File: src/rtl/exc_pkg.sv
// Shared definitions for the exception/interrupt source controller:
// cause codes, FSM state encoding and the synchronous-exception priority order.
package exc_pkg;

   localparam int NUM_IRQ = 7;

   localparam logic [4:0] EXC_INT  = 5'd0;
   localparam logic [4:0] EXC_ADEL = 5'd4;
   localparam logic [4:0] EXC_ADES = 5'd5;
   localparam logic [4:0] EXC_SYS  = 5'd8;
   localparam logic [4:0] EXC_BP   = 5'd9;
   localparam logic [4:0] EXC_RI   = 5'd10;
   localparam logic [4:0] EXC_OV   = 5'd12;

   typedef enum logic [1:0] {
      ST_IDLE    = 2'd0,
      ST_TAKEN   = 2'd1,
      ST_HANDLER = 2'd2,
      ST_HOLDOFF = 2'd3
   } exc_state_e;

   // Field order is the priority order, highest first.
   typedef struct packed {
      logic adel;
      logic ades;
      logic ri;
      logic sys;
      logic bp;
      logic ov;
   } sync_flags_t;

   function automatic logic [4:0] sync_exc_code(input sync_flags_t f);
      logic [4:0] code;
      if (f.adel) begin
         code = EXC_ADEL;
      end else if (f.ades) begin
         code = EXC_ADES;
      end else if (f.ri) begin
         code = EXC_RI;
      end else if (f.sys) begin
         code = EXC_SYS;
      end else if (f.bp) begin
         code = EXC_BP;
      end else if (f.ov) begin
         code = EXC_OV;
      end else begin
         code = EXC_INT;
      end
      return code;
   endfunction

endpackage

File: src/rtl/irq_sync_edge.sv
// One peripheral IRQ line: multi-flop synchroniser followed by either a
// sticky rising-edge latch (EDGE=1) or a registered copy of the level (EDGE=0).
module irq_sync_edge #(
   parameter int SYNC_STAGES = 2,
   parameter bit EDGE        = 1'b1
) (
   input  logic clk,
   input  logic clr,
   input  logic irq,
   input  logic clr_pend,
   output logic pending
);

   logic [SYNC_STAGES-1:0] sync;
   logic                   prev;
   logic                   synced;

   assign synced = sync[SYNC_STAGES-1];

   // Synchroniser chain, edge history and pending latch; a new edge beats a clear.
   always_ff @(posedge clk) begin
      if (clr) begin
         sync    <= '0;
         prev    <= 1'b0;
         pending <= 1'b0;
      end else begin
         sync <= {sync[SYNC_STAGES-2:0], irq};
         prev <= synced;
         if (EDGE) begin
            if (synced && !prev) begin
               pending <= 1'b1;
            end else if (clr_pend) begin
               pending <= 1'b0;
            end else begin
               pending <= pending;
            end
         end else begin
            pending <= synced;
         end
      end
   end

endmodule

File: src/rtl/exc_irq_controller.sv
// Source side of the COP0 exception interface: IRQ pending latches, exception
// prioritisation, the one-cycle exception strobe and handler/holdoff tracking.
module exc_irq_controller
   import exc_pkg::*;
#(
   parameter int         SYNC_STAGES  = 2,
   parameter logic [6:0] IRQ_EDGE     = 7'h7F,
   parameter int         ERET_HOLDOFF = 1
) (
   input  logic        iCLK,
   input  logic        iCLR,
   input  logic [6:0]  iIRQ,
   input  logic        iPendClrWe,
   input  logic [6:0]  iPendClrMask,
   output logic [7:0]  oPendingInterrupt,
   input  logic [7:0]  iInterruptMask,
   input  logic        iExcLevel,
   input  logic        iInstrValid,
   input  logic [31:0] iPC,
   input  logic        iInBranchDelay,
   input  logic        iAdEL,
   input  logic        iAdES,
   input  logic        iRI,
   input  logic        iSyscall,
   input  logic        iBreak,
   input  logic        iOverflow,
   input  logic        iEret,
   output logic        oExcOccurred,
   output logic [4:0]  oExcCode,
   output logic        oBranchDelay,
   output logic [31:0] oEPC,
   output logic        oInHandler
);

   localparam logic [3:0] HOLD_INIT = 4'(ERET_HOLDOFF);

   exc_state_e  state;
   logic [3:0]  holdoff_cnt;
   logic [6:0]  pending;
   sync_flags_t flags;
   logic        sync_req;
   logic        int_req;
   logic        take;
   logic [4:0]  take_code;
   logic [31:0] take_epc;

   for (genvar g = 0; g < NUM_IRQ; g++) begin : g_irq
      irq_sync_edge #(
         .SYNC_STAGES (SYNC_STAGES),
         .EDGE        (IRQ_EDGE[g])
      ) u_irq (
         .clk      (iCLK),
         .clr      (iCLR),
         .irq      (iIRQ[g]),
         .clr_pend (iPendClrWe & iPendClrMask[g]),
         .pending  (pending[g])
      );
   end

   // The pending latches are already flops, so they drive COP0 directly.
   assign oPendingInterrupt = {1'b0, pending};

   assign flags     = sync_flags_t'({iAdEL, iAdES, iRI, iSyscall, iBreak, iOverflow});
   assign sync_req  = iInstrValid & (flags != 6'b000000);
   assign int_req   = iInstrValid & (|iInterruptMask) & ~iExcLevel & (holdoff_cnt == 4'd0);
   assign take_code = sync_req ? sync_exc_code(flags) : EXC_INT;
   // An interrupted instruction has not executed, so the return lands on iPC.
   assign take_epc  = (iInBranchDelay || !sync_req) ? (iPC - 32'd4) : iPC;

   // Decide whether an exception is accepted in the current state; eret beats a sync exception.
   always_comb begin
      take = 1'b0;
      case (state)
         ST_IDLE:    take = sync_req | int_req;
         ST_HANDLER: take = sync_req & ~iEret;
         ST_HOLDOFF: take = sync_req;
         default:    take = 1'b0;
      endcase
   end

   // Exception FSM with registered strobe, cause, BD, EPC and handler flag.
   always_ff @(posedge iCLK) begin
      if (iCLR) begin
         state        <= ST_IDLE;
         holdoff_cnt  <= 4'd0;
         oExcOccurred <= 1'b0;
         oExcCode     <= 5'd0;
         oBranchDelay <= 1'b0;
         oEPC         <= 32'd0;
         oInHandler   <= 1'b0;
      end else begin
         oExcOccurred <= 1'b0;
         if (take) begin
            state        <= ST_TAKEN;
            holdoff_cnt  <= 4'd0;
            oExcOccurred <= 1'b1;
            oExcCode     <= take_code;
            oBranchDelay <= iInBranchDelay;
            oEPC         <= take_epc;
            oInHandler   <= 1'b0;
         end else begin
            case (state)
               ST_IDLE: begin
                  state <= ST_IDLE;
               end
               ST_TAKEN: begin
                  state      <= ST_HANDLER;
                  oInHandler <= 1'b1;
               end
               ST_HANDLER: begin
                  if (iEret) begin
                     oInHandler <= 1'b0;
                     if (ERET_HOLDOFF == 0) begin
                        state <= ST_IDLE;
                     end else begin
                        state       <= ST_HOLDOFF;
                        holdoff_cnt <= HOLD_INIT;
                     end
                  end
               end
               ST_HOLDOFF: begin
                  if (holdoff_cnt <= 4'd1) begin
                     holdoff_cnt <= 4'd0;
                     state       <= ST_IDLE;
                  end else begin
                     holdoff_cnt <= holdoff_cnt - 4'd1;
                  end
               end
               default: begin
                  state <= ST_IDLE;
               end
            endcase
         end
      end
   end

endmodule

File: config.mk
export PLATFORM = sky130hd
export DESIGN_NAME = exc_irq_controller
export DESIGN_NICKNAME = d
export VERILOG_FILES = /design/src/rtl/exc_pkg.sv /design/src/rtl/irq_sync_edge.sv /design/src/rtl/exc_irq_controller.sv
export SDC_FILE = /design/constraint.sdc
export NUM_CORES = 1
export LEC_CHECK = 0
export BUFFER_PORTS_ARGS = -buffer_cell sky130_fd_sc_hd__buf_2
export CELL_PAD_IN_SITES_DETAIL_PLACEMENT = 1
export CELL_PAD_IN_SITES_GLOBAL_PLACEMENT = 1
export CORE_MARGIN = 2
export CORE_UTILIZATION = 40
export CTS_BUF_LIST = sky130_fd_sc_hd__clkbuf_8
export DETAILED_ROUTE_END_ITERATION = 8
export GPL_TIMING_DRIVEN = 0
export HOLD_SLACK_MARGIN = 0.12
export PLACE_DENSITY_LB_ADDON = 0.1
export SLEW_MARGIN = 10
export SYNTH_ARGS = -nofsm -noshare
export SYNTH_HDL_FRONTEND = slang
export SYNTH_SLANG_ARGS = --single-unit
File: constraint.sdc
create_clock -name iCLK -period 5.9 [get_ports iCLK]
set_input_delay 0.59 -clock iCLK [delete_from_list [all_inputs] [get_ports iCLK]]
set_output_delay 0.59 -clock iCLK [all_outputs]
set_load 0.01 [all_outputs]
### Word level (Yosys, flattened, before mapping)

Index checks and enable logic that the tools add are counted.

| storage, ports and cells | value |
|---|---|
| register bits after elaboration | 74 |
| bits in latches | 0 |
| RAM bits | 0 |
| ROM bits | 0 |
| bits of input ports | 67 |
| output and inout bits | 48 |
| logic and storage cells | 121 |
| memories | 0 |

| operators by class | value |
|---|---|
| add/subtract/negate cells | 2 |
| $mul | 0 |
| div/mod/pow operators | 0 |
| magnitude comparators | 1 |
| eq/ne operators | 7 |
| shift operators | 0 |
| muxes and demuxes | 33 |
| bitwise gates (word level) | 15 |
| reductions and logical operators | 34 |

Operator list:

| operator | number |
|---|---|
| $mux 32 | 1 |
| $mux 4 | 8 |
| $sub 32x3->32 const B | 1 |
| $reduce_bool 2->1 | 9 |
| $mux 1 | 17 |
| $and 1x1->1 | 12 |
| $logic_not 1->1 | 8 |
| $pmux 2 s4 | 1 |
| $pmux 4 s2 | 1 |
| $reduce_and 2->1 | 4 |
| $reduce_or 8->1 | 1 |
| $logic_and 1x1->1 | 7 |
| $ne 3x3->1 const B | 2 |
| $reduce_bool 6->1 | 1 |
| $mux 5 | 1 |
| $eq 2x2->1 const B | 2 |
| $le 4x1->1 const B | 1 |
| $logic_not 4->1 | 1 |
| $mux 2 | 2 |
| $ne 2x2->1 const B | 2 |
| $sub 4x1->4 const B | 1 |
| $pmux 1 s3 | 1 |
| $eq 2x1->1 const B | 1 |
| $logic_not 2->1 | 1 |
| other kinds (5) | 6 |

### Depth between registers and ports, before layout

Gate-level depths: netlist (run 1).

| logic depth | value |
|---|---|
| depth in word-level cells | 8 |
| gate-level depth with buffers | 9 |
| depth with buffers taken out | 7 |

### Cells and area by module

From an unflattened synthesis (run 1), not the netlist that was laid out.

| second synthesis, totals | value |
|---|---|
| cell total of the unflattened synthesis | 387 |
| area, all modules | 3,510.9 µm² |

Modules (own cells, without submodules):

| module | times used | cells an instance | area each (µm²) | sequential area each (µm²) |
|---|---|---|---|---|
| exc_irq_controller | 1 | 317 | 2,617.5 | 900.9 |
| irq_sync_edge | 7 | 10 | 127.6 | 80.1 |

### Least setup slack after synthesis (run 1)

Ideal clock, no wire load.

| path | value |
|---|---|
| kind | input to register |
| from | in iPC[10] |
| to | reg oEPC[26] |
| library setup time | 91 ps |
| arrival time | 2,758 ps |
| required time | 5,809 ps |
| path slack | 3,051 ps |
| cell stages on the path | 6 |
| path buffers | 1 |
| cell sequence | or4_1 buf_2 or4_4 or4_4 or4_1 a311oi_1 |

| between the ends | value |
|---|---|
| word-level cells in the longest chain between the ends | 2 |

Ends and longest elaborated chain:

| element | RTL line | text |
|---|---|---|
| start: declaration | exc_irq_controller.sv:19 | `input logic [31:0] iPC,` |
| $sub 32x3->32 | exc_irq_controller.sv:68 | `assign take_epc = (iInBranchDelay \|\| !sync_req) ? (iPC - 32'd4) : iPC;` |
| $mux 32 | exc_irq_controller.sv:68 |  |
| end signal: assignment | exc_irq_controller.sv:99 | `oEPC <= take_epc;` |
| end: declaration | exc_irq_controller.sv:31 | `output logic [31:0] oEPC,` |

No other way between the ends.
A chain may end at the register's enable or synchronous reset.

### Worst setup path in the final report (run 1)

| path | value |
|---|---|
| from | reg state[0] |
| to | reg oExcCode[3] |

| between the ends | value |
|---|---|
| word-level cells in the longest chain between the ends | 2 |
| elaborated cells on any way between the ends | 4 |
| those cells by class | eq/ne: 2; mux: 1; reduce/logical: 1 |

Ends and longest elaborated chain:

| element | RTL line | text |
|---|---|---|
| start: declaration | exc_irq_controller.sv:37 | `exc_state_e state;` |
| start signal: assignment | exc_irq_controller.sv:84 | `state <= ST_IDLE;` |
| start signal: assignment | exc_irq_controller.sv:94 | `state <= ST_TAKEN;` |
| start signal: assignment | exc_irq_controller.sv:104 | `state <= ST_IDLE;` |
| $eq 2x2->1 / $logic_not 2->1 (equally long branches) | exc_irq_controller.sv:73 | `case (state)` |
| $pmux 1 s3 * | exc_irq_controller.sv:73 |  |
| end signal: assignment | exc_irq_controller.sv:97 | `oExcCode <= take_code;` |
| end: declaration | exc_irq_controller.sv:29 | `output logic [4:0] oExcCode,` |

Every way passes the cells marked *; elsewhere a longest branch is shown, timed or not.

==> results of run 1 <==
==> state kept, by name, indices dropped and copies added (netlist names) <==
register / flops
oEPC: 32
g_irq.u_irq.sync: 14
g_irq.u_irq.pending: 7
g_irq.u_irq.prev: 7
holdoff_cnt: 4
oExcCode: 4
state: 2
oBranchDelay: 1
oExcOccurred: 1
oInHandler: 1
==> layer usage <==
layer  up-vias  track usage [%]  part of all wire, %
li1       1621                -                    -
met1      1524            24.89                   42
met2        76            39.61                   52
met3         4            5.217                  5.2
met4         0            7.619                 0.86
met5         -                0                    0
==> cell usage after synthesis (2+ instances only) <==
cell / instances
nor2b_1: 30
nand3b_1: 2
inv_1: 7
o41ai_1: 2
xor2_1: 5
a211oi_1: 21
a2111oi_0: 2
nor2_1: 49
or3_1: 8
nand4_1: 2
or4_4: 2
nor4b_1: 4
a21o_1: 3
clkbuf_1: 20
nor4_1: 13
o31ai_1: 4
nand2_1: 24
nor3_1: 16
o21ai_0: 7
a21oi_1: 23
or4_1: 7
nor3b_1: 2
nand2b_1: 4
xnor2_1: 15
ha_1: 8
nand3_1: 5
a311oi_1: 9
dfxtp_1: 73
a22oi_1: 2
o21a_1: 2
buf_4: 9
==> stage by stage <==
| step | hold WS, ns | setup slack [ns] | instances | total power, uW |
|---|---|---|---|---|
| floorplan | 0.4138 | 3.051 | 390 | 690.0 |
| global placement | 0.4183 | 2.689 | 606 | 785.1 |
| detailed placement | 0.4282 | 2.657 | 606 | 793.7 |
| CTS | 0.4248 | 2.972 | 622 | 1169 |
| global route | 0.4367 | 2.741 | 622 | 1218 |
| finish | 0.4369 | 2.913 | 622 | 1156 |
==> cell type report <==
type                            count  area, um2
Multi-Input combinational cell    280       1714
Fill cell                        1046       3953
Tap cell                          105      131.4
Sequential cell                    73       1461
Clock inverter                      7      62.56
Timing Repair Buffer              111      555.5
Inverter                            7      26.28
Clock buffer                        9      123.9
Buffer                             30      147.6
==> kinds of logic (layout without fill, tap and decap cells) <==
group           Yosys count  in the layout  share of synthesized area [%]
buf+inv                  37            164                          5.198
fa+ha+maj                 8              8                          2.992
flops                    73             73                          43.68
simple gates            173            173                          27.30
other cells               1              2                         0.1121
compound gates           77             77                          15.48
xor+xnor                 20             20                          5.236
==> power breakdown <==
group	internal, uW	leakage, uW	switching, uW
clock network	160	0.0000859	214
logic	92.6	0.00106	136
registers	533	0.000601	19.9
==> worst paths after layout <==
kind                            endpoint  slack [ns]  depth (start not counted)
setup / recovery             oExcCode[3]        2.91                          9
hold / removal    g_irq[3].u_irq.sync[0]        0.44                          2
setup reg to reg             oExcCode[3]        2.91                          9
hold reg to reg   g_irq[1].u_irq.sync[1]        0.44                          1
==> qor.txt, run 1 <==
outcome = finished, final reports clean
CP peak stage delay = 0.83 ns
GPL Wtd Cong = 0.7642
hold path startpoint = iIRQ[3]
Worst R2R Start = state[0]
fin crit period = 2.987 ns
share of cells above drive strength 1 = 27.27%
most used cell, CP = clkbuf_1
TritonRoute pass-1 iters = 4
clock-pin slew on the worst setup and hold paths = 0.09 ns
CP Max Fanout = 10
CP max-delay cell = a2111oi_0
wire length per cell = 15.33 um
endpoints failing hold = 0
Tot GR Track Use = 21.82%
final setup fails = 0
commonest register cell after synthesis = dfxtp_1
Hold Buf Count CTS = 0
Max Freq = 334.8 MHz
Final Skew = 0.008991 ns
Final Cycle Share = 50.62%
sequential fraction of the synthesis area = 43.68%
Post-CTS Setup Bufs = 0
ant diodes = 0
CTS Buffer Depth = 2
Worst Setup SP = state[0]
required time of the critical path = 6.19 ns
Pwr per Cell Area = 273.7 nW/um2
vias = 3225
Initial Utilization = 40.92%
Worst VDD drop = 0.1131 mV
Util after Layout = 51.65%
commonest non-fill, non-tap cells in the layout = buf_2 (112), dfxtp_1 (73), nor2_1 (49)
DR vias/cell = 5.185
Synth Instances = 389
Yosys cell types = 40
Syn Area/Cell = 8.601 um2
worst skew pair latency = 0.36 ns
Rel. slew slack = 29.52%
startpoint types = flip-flop
Fin Setup TNS = 0 ns
final design area excluding fillers = 4223 um2
worst-path cell chain = inv_1 > ha_1 > nand3b_1 > a2111oi_0 > o21a_1 > clkbuf_1 > clkbuf_1 > nand4b_1 > a21oi_1
residual DRC count = 0
leading area contributor after synthesis = dfxtp_1
Yosys top cell area share = 43.68%
clk sinks = 73
worst hold-check path type = primary input to flip-flop
TritonCTS clock tree = done
critical path type = flip-flop to flip-flop
leakage = 0.001751 uW
final wirelength = 9535 um
FFs w/ async S/R, synth = 0%
CTS Buf Count = 9
DP Area = 4036 um2
Row Count = 33
Worst Path Arrival = 3.27 ns
Worst Tran Pin Value = 1.048 ns
CTS root buffer = clkbuf_8
first-pass GRT wire length = 15200 um
PortBufs = 111
initial antenna violation count = 0
max-slew violation count = 0
gr ovfl total = 0
chip width = 95.46 um
Post-CTS Resized = 0
synth warn = 0
DRT iter0 DRCs = 54
register bit count reported by yosys = 73
Synth area leaders = dfxtp_1 (44%), nor2b_1 (5.6%), nor2_1 (5.5%)
max-cap violation count = 0
vias in the first global route = 3166
commonest non-fill, non-tap cell in the layout = buf_2
# IOs = 115
Nets = 587
Post-Syn Area = 3346 um2
largest net degree at the start of global routing = 16
CP bufs+invs = 3
Core Area = 8175 um2
DP HPWL = 7325 um
Detail Route Antenna Nets = 0
RSZ-0062 raised after global routing = no
crit end category = flip-flop
Layout area overhead = 26.22%
EDFF count, synth = 0
H-tree depth = 3
area of the die = 9112 um2
delay-heaviest family, CP = compound AO/OA/AOI/OAI gates
DIE HEIGHT = 95.46 um
Power figures use the tool's default switching activity.
==> run 2: changes to the inputs <==
- ABC_AREA: not set -> 1
- CORE_UTILIZATION: 40 -> 36
- clock period: 5.9 -> 2.9 ns (I/O delays scaled with it)
==> qor.txt, run 2 <==
FFs w/ async S/R, synth = 0%
Yosys cell types = 30
sequential fraction of the synthesis area = 39.04%
CP Max Fanout = 10
Syn Area/Cell = 6.661 um2
H-tree depth = 3
Detail Route Antenna Nets = 0
Commonest cells post-synth = nand2_1 (171), nor2_1 (94), dfxtp_1 (73), inv_1 (72), nand3_1 (42)
DP HPWL = 8732 um
Tot Pwr = 2488 uW
commonest non-fill, non-tap cell in the layout = nand2_1
CTS Buffer Depth = 2
Tot GR Track Use = 20.09%
vias in the first global route = 4008
dominant cell by count in the synthesized netlist = nand2_1
Row Count = 37
Worst VDD drop = 0.2738 mV
Core Area = 10230 um2
PortBufs = 112
Synth Instances = 562
reg2reg setup slack = 1.06 ns
Synth area leaders = dfxtp_1 (39%), nand2_1 (17%), nor2_1 (9.4%)
Post-CTS Resized = 0
outcome = finished, final reports clean
max-slew violation count = 0
endpoints failing hold = 0
share of cells above drive strength 1 = 24.89%
uppermost layer routed = met4
CTS Buf Count = 9
Max Freq = 542.5 MHz
area of the die = 11230 um2
clock-pin slew on the worst setup and hold paths = 0.09 ns
Yosys top cell area share = 39.04%
DRT iter0 DRCs = 84
first-pass GRT wire length = 18060 um
RSZ-0062 raised after global routing = no
Biggest register = oEPC
Initial Utilization = 36.59%
GPL Wtd Cong = 0.8838
startpoint types = flip-flop
routed length on met1 = 4678 um
max reg flops = 32
largest net degree at the start of global routing = 16
Worst Tran Pin Value = 0.5833 ns
Util after Layout = 45.82%
Post-CTS Setup Bufs = 0
leading area contributor after synthesis = dfxtp_1
fin crit period = 1.843 ns
Final Cycle Share = 63.56%
Hold Buf Count CTS = 0
EDFF count, synth = 0
area of the multi-input gates = 1826 um2
max-cap violation count = 0
leakage = 0.002464 uW
Layout area overhead = 25.23%
# IOs = 115
commonest register cell after synthesis = dfxtp_1
gr ovfl total = 0
DIE HEIGHT = 106.0 um
wire length per cell = 13.28 um
Fin Setup TNS = 0 ns
DR vias/cell = 4.654
Nets = 761
Final Skew = 0.005243 ns
DP Worst Slack = 1.043 ns
hold_ws = 0.1340 ns
initial antenna violation count = 0
residual DRC count = 0
Final WS setup = 1.057 ns
final setup fails = 0
worst skew pair latency = 0.36 ns
crit end category = flip-flop
Rel. slew slack = 60.70%
vias = 3849
required time of the critical path = 3.15 ns
Largest regs = oEPC (32), g_irq.u_irq.sync (14)
chip width = 106.0 um
met3 wire length = 534 um
ant diodes = 0
Pwr per Cell Area = 530.8 nW/um2
TritonCTS clock tree = done
commonest non-fill, non-tap cells in the layout = nand2_1 (171), buf_2 (116), nor2_1 (94)
register bit count reported by yosys = 73
CTS root buffer = clkbuf_8
TritonRoute pass-1 iters = 4
critical path type = flip-flop to flip-flop
clk sinks = 73
worst hold-check path type = primary input to flip-flop
# fillers = 1410
register area = 1461 um2
synth warn = 0
final wirelength = 10980 um
Worst Path Arrival = 2.10 ns
metal2 WL = 5646 um
Post-Syn Area = 3744 um2
-- run 2: changes by cell type in the layout (fill, tap and decap cells not counted), sizes merged, moves of 18 or more --
cell / previous run / this run
nand2: 24 / 174
inv: 10 / 78
nor2: 49 / 100
nand3: 5 / 53
nor2b: 30 / 0
a211oi: 21 / 0
clkbuf: 29 / 11
-- run 2: per-stage QoR --
stage                     cell area [um2]  instances
after detailed placement             4478        811
after global placement               4478        811
after CTS                            4688        827
after global routing                 4688        827
after floorplan                      3747        563
final                                4688        827
-- run 2: path summary, 6_finish.rpt --
check / end / start / depth (start not counted)
worst max-delay path: oExcCode[1] / state[0] / 12
worst min-delay path: oEPC[0] / iPC[0] / 3
worst max register to register: oExcCode[1] / state[0] / 12
worst min register to register: g_irq[0].u_irq.sync[1] / g_irq[0].u_irq.sync[0] / 2
-- run 2: worst max-delay path, stage by stage (launching register included) --
cell     delay [ns]
dfxtp_1        0.37
inv_1          0.09
ha_1           0.23
nand2_1        0.16
nand2_1        0.08
o21ai_2        0.13
nand2_2        0.08
nand2_4        0.10
nor2_4         0.04
buf_6          0.15
buf_6          0.17
nand3_1        0.08
nand2_1        0.05
-- run 2: final cells by class --
| type | instances | share of cell area [%] |
|---|---|---|
| clock inverter | 7 | 1.841 |
| inverter | 75 | 6.112 |
| tap | 136 | 3.630 |
| multi-input combinational | 392 | 38.94 |
| clock buffer | 9 | 2.642 |
| buffer | 23 | 3.710 |
| sequential | 73 | 31.17 |
| timing repair buffer | 112 | 11.96 |
-- run 2: cell families after synthesis --
kind of cell,Yosys count,share of synthesized area [%]
simple gates,347,40.21
buf+inv,98,12.30
flops,73,39.04
compound gates,28,4.044
fa+ha+maj,8,2.674
xor+xnor,7,1.638
other cells,1,0.1002
-- run 2: per-layer routing --
layer	up-vias	track usage, %
li1	1971	-
met1	1803	22.39
met2	66	37.83
met3	9	4.721
met4	0	5.733
met5	-	0
-- run 2: where the power goes --
group	switching (uW)	total, uW	internal (uW)
registers	39.3	1120	1090
clock network	456	872	416
logic	298	492	194
